**config.mk**
```make
export PLATFORM = sky130hd
export DESIGN_NAME = ysyx_22050078_ifu_flat
export DESIGN_NICKNAME = d
export VERILOG_FILES = /design/src/rtl/ysyx_22050078_ifu_if.sv /design/src/rtl/ysyx_22050078_ifu.sv /design/src/flat_wrapper.sv
export SDC_FILE = /design/constraint.sdc
export NUM_CORES = 1
export LEC_CHECK = 0
export ABC_CLOCK_PERIOD_IN_PS = 5400
export BUFFER_PORTS_ARGS = -buffer_cell sky130_fd_sc_hd__buf_4
export CAP_MARGIN = 5
export CORE_AREA = 2 2 120 122
export DETAILED_ROUTE_END_ITERATION = 8
export DIE_AREA = 0 0 122 124
export GPL_ROUTABILITY_DRIVEN = 0
export HOLD_SLACK_MARGIN = 0.05
export PLACE_DENSITY = 0.83
export SLEW_MARGIN = 5
export SYNTH_ARGS = -nofsm -noshare
export SYNTH_HDL_FRONTEND = slang
export SYNTH_SLANG_ARGS = --single-unit
```
**constraint.sdc**
```tcl
create_clock -name i_clk -period 5.4 [get_ports i_clk]
set_input_delay 0 -clock i_clk [delete_from_list [all_inputs] [get_ports i_clk]]
set_output_delay 0 -clock i_clk [all_outputs]
set_load 0.05 [all_outputs]
```
**src/rtl/ysyx_22050078_ifu_if.sv**
```systemverilog
// Fetch-side bundle of ysyx_22050078_ifu: instruction-memory address and
// data handshakes, decode-stage handshake, redirect input and error flag.
// Member names match the original flat port names so existing
// connections map one-to-one.
interface ysyx_22050078_ifu_if #(
    parameter int PC_WIDTH = 64
);
    logic                o_ar_valid;
    logic                i_ar_ready;
    logic [PC_WIDTH-1:0] o_ar_addr;
    logic                i_r_valid;
    logic                o_r_ready;
    logic [31:0]         i_r_data;
    logic [31:0]         o_inst;
    logic [PC_WIDTH-1:0] o_pc;
    logic                o_inst_valid;
    logic                i_inst_ready;
    logic                i_redirect;
    logic [PC_WIDTH-1:0] i_redirect_pc;
    logic                o_fetch_err;

    // IFU side
    modport master (
        output o_ar_valid, o_ar_addr, o_r_ready, o_inst, o_pc, o_inst_valid, o_fetch_err,
        input  i_ar_ready, i_r_valid, i_r_data, i_inst_ready, i_redirect, i_redirect_pc
    );

    // Memory / decode / PCU side
    modport slave (
        input  o_ar_valid, o_ar_addr, o_r_ready, o_inst, o_pc, o_inst_valid, o_fetch_err,
        output i_ar_ready, i_r_valid, i_r_data, i_inst_ready, i_redirect, i_redirect_pc
    );
endinterface

```
**src/rtl/ysyx_22050078_ifu.sv**
```systemverilog
// Instruction fetch unit: one outstanding fetch at a time, IDLE -> ADDR ->
// DATA -> OUT -> ADDR. A redirect reloads the pc in any state; a fetch
// already in flight is marked with flush and its data discarded.
// Optional macro IFU_MISALIGN_CHK_EN: flag a misaligned pc (sticky
// o_fetch_err) and stall in ADDR until an aligned redirect.
module ysyx_22050078_ifu #(
    parameter int                  PC_WIDTH = 64,
    parameter logic [PC_WIDTH-1:0] RESET_PC = PC_WIDTH'(64'h8000_0000)
) (
    input logic                 i_clk,
    input logic                 i_rst,
    ysyx_22050078_ifu_if.master bus
);
    typedef enum logic [1:0] {
        IDLE,
        ADDR,
        DATA,
        OUT
    } state_t;

    state_t              state, state_next;
    logic [PC_WIDTH-1:0] pc, pc_next;
    logic                flush, flush_next;
    logic [31:0]         inst_q;
    logic [PC_WIDTH-1:0] pc_q;
    logic                load_buf;
    logic                ar_valid;

`ifdef IFU_MISALIGN_CHK_EN
    logic err, err_next;

    // Address request is suppressed while a misalignment is flagged
    always_comb begin
        ar_valid = (state == ADDR) && !err;
    end
`else
    always_comb begin
        ar_valid = (state == ADDR);
    end
`endif

    // Next state, next pc, flush tracking and output-buffer load
    always_comb begin
        state_next = state;
        pc_next    = pc;
        flush_next = flush;
        load_buf   = 1'b0;
        case (state)
            IDLE: state_next = ADDR;
            ADDR: begin
                if (ar_valid && bus.i_ar_ready) begin
                    state_next = DATA;
                    flush_next = bus.i_redirect;
                end
            end
            DATA: begin
                if (bus.i_r_valid) begin
                    if (flush || bus.i_redirect) begin
                        state_next = ADDR;
                        flush_next = 1'b0;
                    end else begin
                        state_next = OUT;
                        load_buf   = 1'b1;
                    end
                end else if (bus.i_redirect) begin
                    flush_next = 1'b1;
                end
            end
            OUT: begin
                if (bus.i_redirect) begin
                    state_next = ADDR;
                end else if (bus.i_inst_ready) begin
                    state_next = ADDR;
                    pc_next    = pc + PC_WIDTH'(4);
                end
            end
            default: state_next = IDLE;
        endcase
        // Redirect wins over the sequential increment
        if (bus.i_redirect) begin
            pc_next = bus.i_redirect_pc;
        end
    end

`ifdef IFU_MISALIGN_CHK_EN
    // Sticky error: set on entering/remaining in ADDR with a misaligned pc,
    // cleared only by a redirect to an aligned target
    always_comb begin
        err_next = err;
        if (bus.i_redirect && (bus.i_redirect_pc[1:0] == 2'b00)) begin
            err_next = 1'b0;
        end
        if ((state_next == ADDR) && (pc_next[1:0] != 2'b00)) begin
            err_next = 1'b1;
        end
    end

    // Error flag register
    always_ff @(posedge i_clk) begin
        if (i_rst) begin
            err <= 1'b0;
        end else begin
            err <= err_next;
        end
    end

    assign bus.o_fetch_err = err;
`else
    assign bus.o_fetch_err = 1'b0;
`endif

    // State, pc, flush and output buffer registers
    always_ff @(posedge i_clk) begin
        if (i_rst) begin
            state  <= IDLE;
            pc     <= RESET_PC;
            flush  <= 1'b0;
            inst_q <= '0;
            pc_q   <= '0;
        end else begin
            state <= state_next;
            pc    <= pc_next;
            flush <= flush_next;
            if (load_buf) begin
                inst_q <= bus.i_r_data;
                pc_q   <= pc;
            end
        end
    end

    assign bus.o_ar_valid   = ar_valid;
    assign bus.o_ar_addr    = pc;
    assign bus.o_r_ready    = (state == DATA);
    assign bus.o_inst_valid = (state == OUT);
    assign bus.o_inst       = inst_q;
    assign bus.o_pc         = pc_q;
endmodule

```
**src/flat_wrapper.sv**
```systemverilog
// flat-port wrapper written by rule: the top's interface ports become plain ports
module ysyx_22050078_ifu_flat 
#(
    parameter int                  PC_WIDTH = 64,
    parameter logic [PC_WIDTH-1:0] RESET_PC = PC_WIDTH'(64'h8000_0000)
)
  (i_clk, i_rst, bus_o_ar_valid, bus_o_ar_addr, bus_o_r_ready, bus_o_inst, bus_o_pc, bus_o_inst_valid, bus_o_fetch_err, bus_i_ar_ready, bus_i_r_valid, bus_i_r_data, bus_i_inst_ready, bus_i_redirect, bus_i_redirect_pc);
  ysyx_22050078_ifu_if #(.PC_WIDTH(PC_WIDTH)) bus_i ();
  input logic i_clk;
  input logic i_rst;
  output wire logic [$bits(bus_i.o_ar_valid)-1:0] bus_o_ar_valid;
  output wire logic [$bits(bus_i.o_ar_addr)-1:0] bus_o_ar_addr;
  output wire logic [$bits(bus_i.o_r_ready)-1:0] bus_o_r_ready;
  output wire logic [$bits(bus_i.o_inst)-1:0] bus_o_inst;
  output wire logic [$bits(bus_i.o_pc)-1:0] bus_o_pc;
  output wire logic [$bits(bus_i.o_inst_valid)-1:0] bus_o_inst_valid;
  output wire logic [$bits(bus_i.o_fetch_err)-1:0] bus_o_fetch_err;
  input wire logic [$bits(bus_i.i_ar_ready)-1:0] bus_i_ar_ready;
  input wire logic [$bits(bus_i.i_r_valid)-1:0] bus_i_r_valid;
  input wire logic [$bits(bus_i.i_r_data)-1:0] bus_i_r_data;
  input wire logic [$bits(bus_i.i_inst_ready)-1:0] bus_i_inst_ready;
  input wire logic [$bits(bus_i.i_redirect)-1:0] bus_i_redirect;
  input wire logic [$bits(bus_i.i_redirect_pc)-1:0] bus_i_redirect_pc;
  assign bus_o_ar_valid = bus_i.o_ar_valid;
  assign bus_o_ar_addr = bus_i.o_ar_addr;
  assign bus_o_r_ready = bus_i.o_r_ready;
  assign bus_o_inst = bus_i.o_inst;
  assign bus_o_pc = bus_i.o_pc;
  assign bus_o_inst_valid = bus_i.o_inst_valid;
  assign bus_o_fetch_err = bus_i.o_fetch_err;
  assign bus_i.i_ar_ready = bus_i_ar_ready;
  assign bus_i.i_r_valid = bus_i_r_valid;
  assign bus_i.i_r_data = bus_i_r_data;
  assign bus_i.i_inst_ready = bus_i_inst_ready;
  assign bus_i.i_redirect = bus_i_redirect;
  assign bus_i.i_redirect_pc = bus_i_redirect_pc;
  ysyx_22050078_ifu #(.PC_WIDTH(PC_WIDTH), .RESET_PC(RESET_PC)) u_core (.i_clk(i_clk), .i_rst(i_rst), .bus(bus_i));
endmodule
```
# Yosys cells after proc, flatten, opt, wreduce, memory -nomap -nowiden

Cells that the tools add are included.

Register bits after elaboration: 163
Input port bits: 102
Output and inout port bits: 164
Logic and storage cells: 40

Add/sub/neg operators: 1
Equality and inequality tests: 8
Multiplexer cells: 17
Reductions and logical operators: 9

Operator list:

| kind                  | number |
|---|---|
| $mux 64               | 3 |
| $add 64x3->64 const B | 1 |
| $mux 2                | 5 |
| $pmux 2 s4            | 1 |
| $mux 1                | 7 |
| $ne 3x1->1 const B    | 2 |
| $reduce_bool 2->1     | 3 |
| $eq 2x2->1 const B    | 2 |
| $reduce_and 4->1      | 1 |
| $ne 3x2->1 const B    | 1 |
| $reduce_and 3->1      | 1 |
| $eq 2x1->1 const B    | 1 |
| $logic_not 2->1       | 1 |
| $ne 2x1->1 const B    | 1 |
| $ne 2x2->1 const B    | 1 |
| $pmux 1 s2            | 1 |
| $reduce_and 2->1      | 1 |
| $logic_and 1x1->1     | 1 |
| $logic_or 1x1->1      | 1 |

# Longest topological paths before layout

Gate-level depths: netlist (run 1).

Word-level depth: 4
Depth in mapped cells: 9
Depth with buffers taken out: 7

# Worst setup path before layout (run 1)

No wires, ideal clock.

Path type: reg2reg
From: register u_core.state[0]
To: register u_core.pc[55], in the netlist u_core.bus.o_ar_addr[55]
Library setup time: 0.091 ns
Data arrival time: 2.553 ns
Data required time: 5.309 ns
Path slack: 2.756 ns
Stages on the path, launching flop included: 7
Buffers on the path: 0
Clock period less this slack: 2.644 ns
Cells stage by stage: dfxtp_1 ha_1 nand4_1 nor4_4 nand3_1 or4_1 a311oi_1

Longest elaborated chain between the ends: 3

RTL lines:

| element                            | line                     | source |
|---|---|---|
| from (decl)                        | ysyx_22050078_ifu.sv:21  | `state_t state, state_next;` |
| from (signal assigned)             | ysyx_22050078_ifu.sv:121 | `state <= state_next;` |
| $eq 2x2->1                         | --                       |  |
| net bus_o_inst_valid               | flat_wrapper.sv:16       | `output wire logic [$bits(bus_i.o_inst_valid)-1:0] bus_o_inst_valid;` |
| $reduce_bool 2->1 (no source line) | --                       |  |
| $reduce_and 2->1 (no source line)  | --                       |  |
| to (signal assigned)               | ysyx_22050078_ifu.sv:122 | `pc <= pc_next;` |
| to (decl)                          | ysyx_22050078_ifu.sv:22  | `logic [PC_WIDTH-1:0] pc, pc_next;` |

The timed path passes the listed nets, and every way through them passes these cells.
A chain may end at the register's enable or synchronous reset.

# Worst setup path in the final report (run 1)

From: register u_core.state[1]
To: register u_core.pc[31], in the netlist u_core.bus.o_ar_addr[31]

Longest elaborated chain between the ends: 3

RTL lines:

| element                            | line                    | source |
|---|---|---|
| $eq 2x2->1                         | ysyx_22050078_ifu.sv:48 | `case (state)` |
| $reduce_bool 2->1 (no source line) | --                      |  |
| $reduce_and 2->1 (no source line)  | --                      |  |

Every way passes these cells.

==> results of run 1 <==
layout by cell type (no fill, tap or decap), types with 5 or more instances in the layout:
master         synthesis  final
or3_1                  6      6
dlygate4sd3_1          0    105
inv_1                 12     11
nor4_4                 5      5
and3_1                 9      9
dfxtp_1              163    163
or4_1                  8      8
nor4_1                20     20
o21ai_0                8      8
nor4_2                 6      6
xnor2_1               25     25
nand2_1              229    228
nand3_1               17     17
a311oi_1               8      8
o31ai_1                6      6
buf_4                  1    266
a211oi_1              37     37
xor2_1                21     21
mux2i_1               11     11
nor2_1                65     65
a21oi_1              107    107
clkbuf_16              0     17
clkinv_4               0      5
nand4_1               28     28
nor3_1                17     17
synth_stat cells, drive strengths merged (6+ instances only):
| cell | count | area share [%] |
|---|---|---|
| buf | 14 | 1.2 |
| a211oi | 37 | 3.8 |
| nor2 | 65 | 3.3 |
| nand4 | 32 | 3.2 |
| xor2 | 21 | 2.5 |
| or3 | 6 | 0.51 |
| o21ai | 8 | 0.54 |
| or4 | 11 | 1.3 |
| nor3 | 17 | 1.2 |
| mux2i | 11 | 1.5 |
| a311oi | 8 | 0.95 |
| nor4 | 31 | 4.2 |
| nand2 | 229 | 12 |
| xnor2 | 25 | 3.0 |
| inv | 12 | 0.61 |
| and3 | 11 | 0.97 |
| o31ai | 6 | 0.61 |
| a21oi | 107 | 7.3 |
| dfxtp | 163 | 44 |
| nand3 | 21 | 1.7 |
| clkbuf | 48 | 2.8 |
sequential cells by signal, indices dropped and copies added (netlist names):
register              flops
u_core.bus.o_pc          64
u_core.bus.o_inst        32
u_core.state              2
u_core.flush              1
u_core.bus.o_ar_addr     64
worst min-delay path, cell delays in order:
cell	delay, ns
buf_4	0.11
inv_1	0.04
a221oi_1	0.11
nor2_1	0.11
a211oi_1	0.06
area by class of cell:
class	count	area (um^2)
clock buffers	20	437
clock inverters	12	159
fillers	903	2760
inverters	12	46.3
multi-input cells	673	3780
flip-flops and latches	163	3260
well taps	180	225
repair buffers	371	3050
logic make-up after synthesis:
group / Yosys count / share of synthesized area, %
flip-flops: 163 / 44.2
AND/OR/NAND/NOR: 434 / 29.1
other: 1 / 0.0508
adder cells (fa/ha/maj): 4 / 0.678
AO/OA/AOI/OAI: 176 / 14.2
buffers and inverters: 74 / 4.68
multiplexers: 12 / 1.64
XOR/XNOR: 46 / 5.46
stage by stage:
stage | setup slack (ns) | instance area (um^2) | total power, mW | util [%] | hold slack (ns)
4_1_cts | 2.50 | 11000 | 3.00 | 79.9 | 0.0588
3_5_place_dp | 2.69 | 9320 | 1.73 | 67.9 | 0.231
6_report | 2.47 | 11000 | 3.01 | 79.9 | 0.0621
3_3_place_gp | 2.81 | 9320 | 1.73 | 67.9 | 0.228
5_1_grt | 2.30 | 11000 | 3.10 | 79.9 | 0.0806
2_1_floorplan | 2.76 | 7380 | 1.57 | - | 0.136
final timing paths:
kind,from,cells past startpoint,endpoint,slack (ns)
hold reg to reg,u_core.bus.o_pc[60],2,u_core.bus.o_pc[60],0.45
setup reg to reg,u_core.state[1],7,u_core.bus.o_ar_addr[31],2.47
setup / recovery,u_core.state[1],7,u_core.bus.o_ar_addr[31],2.47
hold / removal,bus_i_ar_ready,5,u_core.state[0],0.06
metal layers:
metal | wire length [um] | global-route usage, % | vias up
met5 | 0 | 0 | -
met4 | 746 | 13.9 | 0
met3 | 1920 | 8.47 | 65
met2 | 12300 | 55.5 | 350
met1 | 9890 | 38.0 | 3779
li1 | - | - | 3845
where the power goes:
group	switching, mW	internal (mW)
Clock	0.505	0.729
Sequential	0.0705	1.24
Combinational	0.272	0.195
Total	0.848	2.17
==> reports/metrics.cfg, run 1 <==
[clocking]
post_cts_buffers = 0
postCtsHoldBufs = 105
post_cts_resized = 0
clockRootBuffer = clkbuf_16
clk_pin_slew_ns = 0.06
clockBufferDepth = 2
cts_buffers = 17
clock_latency_ns = 0.43
htree_levels = 4
cts_sinks = 163
cts_tree = built

[global_route]
grt_usage_pct = 32.3
antenna_found_initial = 0
grt_pass1_vias = 7747
gr-total-overflow = 0
grt_pass1_wl_mm = 38.7
grt_max_degree = 97

[yosys]
ys_warn_count = 0
synth_edf_count = 0
avgSynthCellArea_um2 = 8.11
synthArstFlopShare_pct = 0
syn-num-nets = 1016
synthCells = 910
yosysSeqAreaShare_pct = 44.2
ys.flop_type = dfxtp_1
synth_cell_types = 48
synth_area_um2 = 7380
ys_seq_elements = 163

[timing]
slew_headroom_pct = 29.8
drv_slew = 0
setup_viol = 0
fin_crit_ns = 2.93
final-hold-violation-count = 0
rsz0062_at_grt = no
tightest_slew_ns = 1.05
finClkSkew_ns = 0.0113
fin_crit_sh_pct = 54.4
fmax_ghz = 0.341
tns_ns = 0

[hold_path]
hold_class = in -> reg

[finish]
drive_gt1_share_pct = 26.1
fin_cells = 1431
nNetsFinal = 1344
n_antenna_cell = 0
syn2layout_area_growth_pct = 48.5

[placed_design]
dpl.cell_count = 1294
port_buffers = 264
dpl.hpwl_mm = 14.8

[floorplanning]
die_h_um = 124
num_io_pins = 266
row_count = 43
coreArea_um2 = 13700
dieArea_um2 = 15100
start_util_pct = 53.8
die_x_um = 122

[pwr]
vdd_drop_max_mv = 0.206
power_density_nw_per_um2 = 275
p_leak_nw = 4.36

[drt]
drtPass1Iterations = 6
wl_mm = 24.8
viasPerCell = 5.62
num_vias = 8039
drc = 0
wire_per_inst_um = 17.4
drtIter0Drc = 478
ant_nets = 0

[job]
drv_cap = 0

[run_status]
status = finished clean

[setup_path]
cp_slowest_cell = or4_4
path_max_fanout = 11
critPathTopFamily = simple AND/OR/NAND/NOR gates
worst-path-buf-inv = 1
critical_path_class = reg -> reg
arrival_ns = 3.25
cp.required_ns = 5.71
cp_cell_sequence = ha_1 -> nand4_1 -> or4_4 -> nor3_1 -> xnor2_1 -> o211ai_1 -> dlygate4sd3_1
cp_slowest_stage_delay_ns = 0.65
cp-start-kind = flop
endpoint_kind = flop

(Power assumes the default switching activity.)
==> run 2: changes to the inputs <==
--- a/config.mk
+++ b/config.mk
@@ -5,15 +5,15 @@
 export SDC_FILE = /design/constraint.sdc
 export NUM_CORES = 1
 export LEC_CHECK = 0
-export ABC_CLOCK_PERIOD_IN_PS = 5400
+export ABC_CLOCK_PERIOD_IN_PS = 2950
 export BUFFER_PORTS_ARGS = -buffer_cell sky130_fd_sc_hd__buf_4
 export CAP_MARGIN = 5
-export CORE_AREA = 2 2 120 122
+export CORE_AREA = 2 2 125 127
 export DETAILED_ROUTE_END_ITERATION = 8
-export DIE_AREA = 0 0 122 124
+export DIE_AREA = 0 0 127 129
 export GPL_ROUTABILITY_DRIVEN = 0
 export HOLD_SLACK_MARGIN = 0.05
-export PLACE_DENSITY = 0.83
+export PLACE_DENSITY = 0.77
 export SLEW_MARGIN = 5
 export SYNTH_ARGS = -nofsm -noshare
 export SYNTH_HDL_FRONTEND = slang
==> constraint.sdc (replaced) <==
create_clock -name i_clk -period 2.95 [get_ports i_clk]
set_input_delay 0 -clock i_clk [delete_from_list [all_inputs] [get_ports i_clk]]
set_output_delay 0 -clock i_clk [all_outputs]
set_load 0.05 [all_outputs]
==> run 2 against run 1 <==
Against the previous run: die area rose by 8.3%; critical path depth fell by 1; cell count rose by 3.4%; global-route usage fell by 2.3 points; sequential share of layout area fell by 1.2 points; combinational power rose by 93%; largest power group unchanged.
==> reports/metrics.cfg, run 2 (same netlist as run 1, synthesis figures left out) <==
[setup_path]
worst_r2r_endpoint = u_core.bus.o_ar_addr[59]
cp-start-kind = flop
endpoint_kind = flop
rr_worst_depth = 6  ; -1
critical_path_class = reg -> reg
path_max_fanout = 8  ; -3
rr_startpoint = u_core.bus.o_ar_addr[41]
cp.required_ns = 3.32  ; -2.39 ns
r2r_setup_slack_ns = 0.11  ; -2.35 ns
arrival_ns = 3.21  ; -0.04 ns

[global_route]
gr-total-overflow = 0  ; unchanged
grt_max_degree = 72  ; -26%
grt_pass1_vias = 7807  ; +0.77%
grt_usage_pct = 30.0  ; -2.3 points
antenna_found_initial = 1  ; +1
grt_pass1_wl_mm = 39.4  ; +1.9%

[pwr]
p_int_mw = 3.95  ; +82%
p_switching_mw = 1.53  ; +81%
power_density_nw_per_um2 = 480  ; +74%
switching_share_pct = 27.9  ; -0.20 points
share_seq_of_total_power_pct = 43.9  ; +0.3 points
comb_power_share_pct = 16.4  ; +0.9 points
vdd_drop_max_mv = 0.388  ; +88%
p_leak_nw = 4.60  ; +5.4%
clkPwrFrac_pct = 39.7  ; -1.2 points

[timing]
tns_ns = 0  ; unchanged
fin_crit_ns = 2.84  ; -0.0973 ns
finClkSkew_ns = 0.00928  ; -0.00202 ns
fmax_ghz = 0.352  ; +3.4%
tightest_slew_ns = 0.750  ; -0.302 ns
drv_slew = 0  ; unchanged
hold_slack_ns = 0.0751  ; +0.0130 ns
rsz0062_at_grt = no
slew_headroom_pct = 50.0  ; +20 points
setup_viol = 0  ; unchanged
fin_crit_sh_pct = 96.2  ; +42 points
final-hold-violation-count = 0  ; unchanged

[placed_design]
dpl.hpwl_mm = 15.7  ; +5.6%
post_dp_cell_area_um2 = 9470  ; +1.7%
port_buffers = 264  ; unchanged

[drt]
num_vias = 8127  ; +1.1%
ant_nets = 0  ; unchanged
wl_mm = 25.0  ; +0.68%
drtPass1Iterations = 5  ; -1
wire_per_inst_um = 16.9  ; -2.7%
drc = 0  ; unchanged
viasPerCell = 5.49  ; -2.3%
drtIter0Drc = 599  ; +25%

[clocking]
clk_pin_slew_ns = 0.06  ; about the same
clockRootBuffer = clkbuf_16
clockBufferDepth = 2  ; unchanged
cts_tree = built
cts_buffers = 17  ; unchanged
htree_levels = 4  ; unchanged
cts_sinks = 163  ; unchanged
clock_latency_ns = 0.43  ; about the same

[finish]
nNetsFinal = 1384  ; +3.0%
mostFrequentLayoutCell = buf_4
final_cell_mix = 275 x buf_4, 228 x nand2_1, 162 x dfxtp_1
drive_gt1_share_pct = 26.9  ; +0.82 points
num-fill-cells = 1029  ; +14%
postLayoutCellArea_um2 = 11400  ; +4.2%
syn2layout_area_growth_pct = 54.8

[hold_path]
hp-start = bus_i_redirect
worstHoldPathCells = 3  ; -2
min_to = u_core.bus.o_ar_addr[1]
hold_class = in -> reg

[floorplanning]
row_count = 45  ; +4.7%
num_io_pins = 266  ; unchanged
dieArea_um2 = 16400  ; +8.3%
coreArea_um2 = 15000  ; +9.2%
start_util_pct = 49.3  ; -4.5 points
die_x_um = 127  ; +4.1%
die_h_um = 129  ; +4.0%

[run_status]
status = finished clean

[job]
drv_cap = 0  ; unchanged

==> run 2: cell types whose count changed in the layout (fill, tap and decap cells not counted), sizes merged <==
cell,delta
diode,+1
clkinv,-1
buf,+14
inv,+1
clkbuf,+2
dlygate4sd3,+26
bufinv,-1
clkinvlp,-1
==> run 2: through the flow <==
stage,setup WS [ns],util [%],instances,power (mW)
6_report,0.112,76.3,1480,5.48
5_1_grt,0.00638,76.3,1480,5.66
4_1_cts,0.0309,75.8,1477,5.48
3_5_place_dp,0.533,63.2,1314,3.18
3_3_place_gp,0.584,63.2,1314,3.17
2_1_floorplan,0.306,-,910,2.88
==> run 2: cell type report <==
cell class                      count  area (um^2)  share of cell area, %
Clock inverter                     10          106                  0.931
Clock buffer                       22          464                   4.06
Antenna cell                        1         2.50                 0.0219
Inverter                           12         46.3                  0.405
Multi-Input combinational cell    673         3840                   33.6
Tap cell                          188          235                   2.06
Sequential cell                   163         3260                   28.6
Timing Repair Buffer              411         3470                   30.3
==> run 2: how the worst max path moves through the flow <==
stage | start | cells past startpoint | end | slack, ns
floorplan | u_core.state[0] | 6 | u_core.bus.o_ar_addr[55] | 0.31
global placement | u_core.state[0] | 6 | u_core.bus.o_ar_addr[62] | 0.58
detailed placement | u_core.state[0] | 6 | u_core.bus.o_ar_addr[62] | 0.53
CTS | u_core.bus.o_ar_addr[5] | 7 | u_core.bus.o_ar_addr[59] | 0.03
global route | u_core.bus.o_ar_addr[41] | 6 | u_core.bus.o_ar_addr[59] | 0.006
finish | u_core.bus.o_ar_addr[41] | 6 | u_core.bus.o_ar_addr[59] | 0.11
==> run 2: what timing repair did <==
item	4_1_cts	5_1_grt
buffers inserted	0	2
endpoints found under the setup margin	0	10
endpoints found under the hold margin	113	0
resized for setup	0	10
hold buffers	131	0
==> run 2: power groups by stage <==
stage	clock [mW]	combinational, mW	sequential (mW)
global route	2.29	0.947	2.42
floorplan	0	0.235	2.65
global placement	0	0.732	2.44
CTS	2.20	0.887	2.40
finish	2.18	0.900	2.40
detailed placement	0	0.737	2.44
==> run 2: critical path: stages (launching register included) <==
cell	delay, ns
dfxtp_1	0.47
and4_4	0.31
nand3_2	0.11
or3_1	0.54
or4_1	0.52
a311oi_1	0.26
dlygate4sd3_1	0.58
==> run 2: per-layer routing <==
metal	global-route usage (%)	part of all wire, %
met5	0	0
met4	11.1	2.2
met3	8.23	7.7
met2	51.5	49
met1	36.0	41
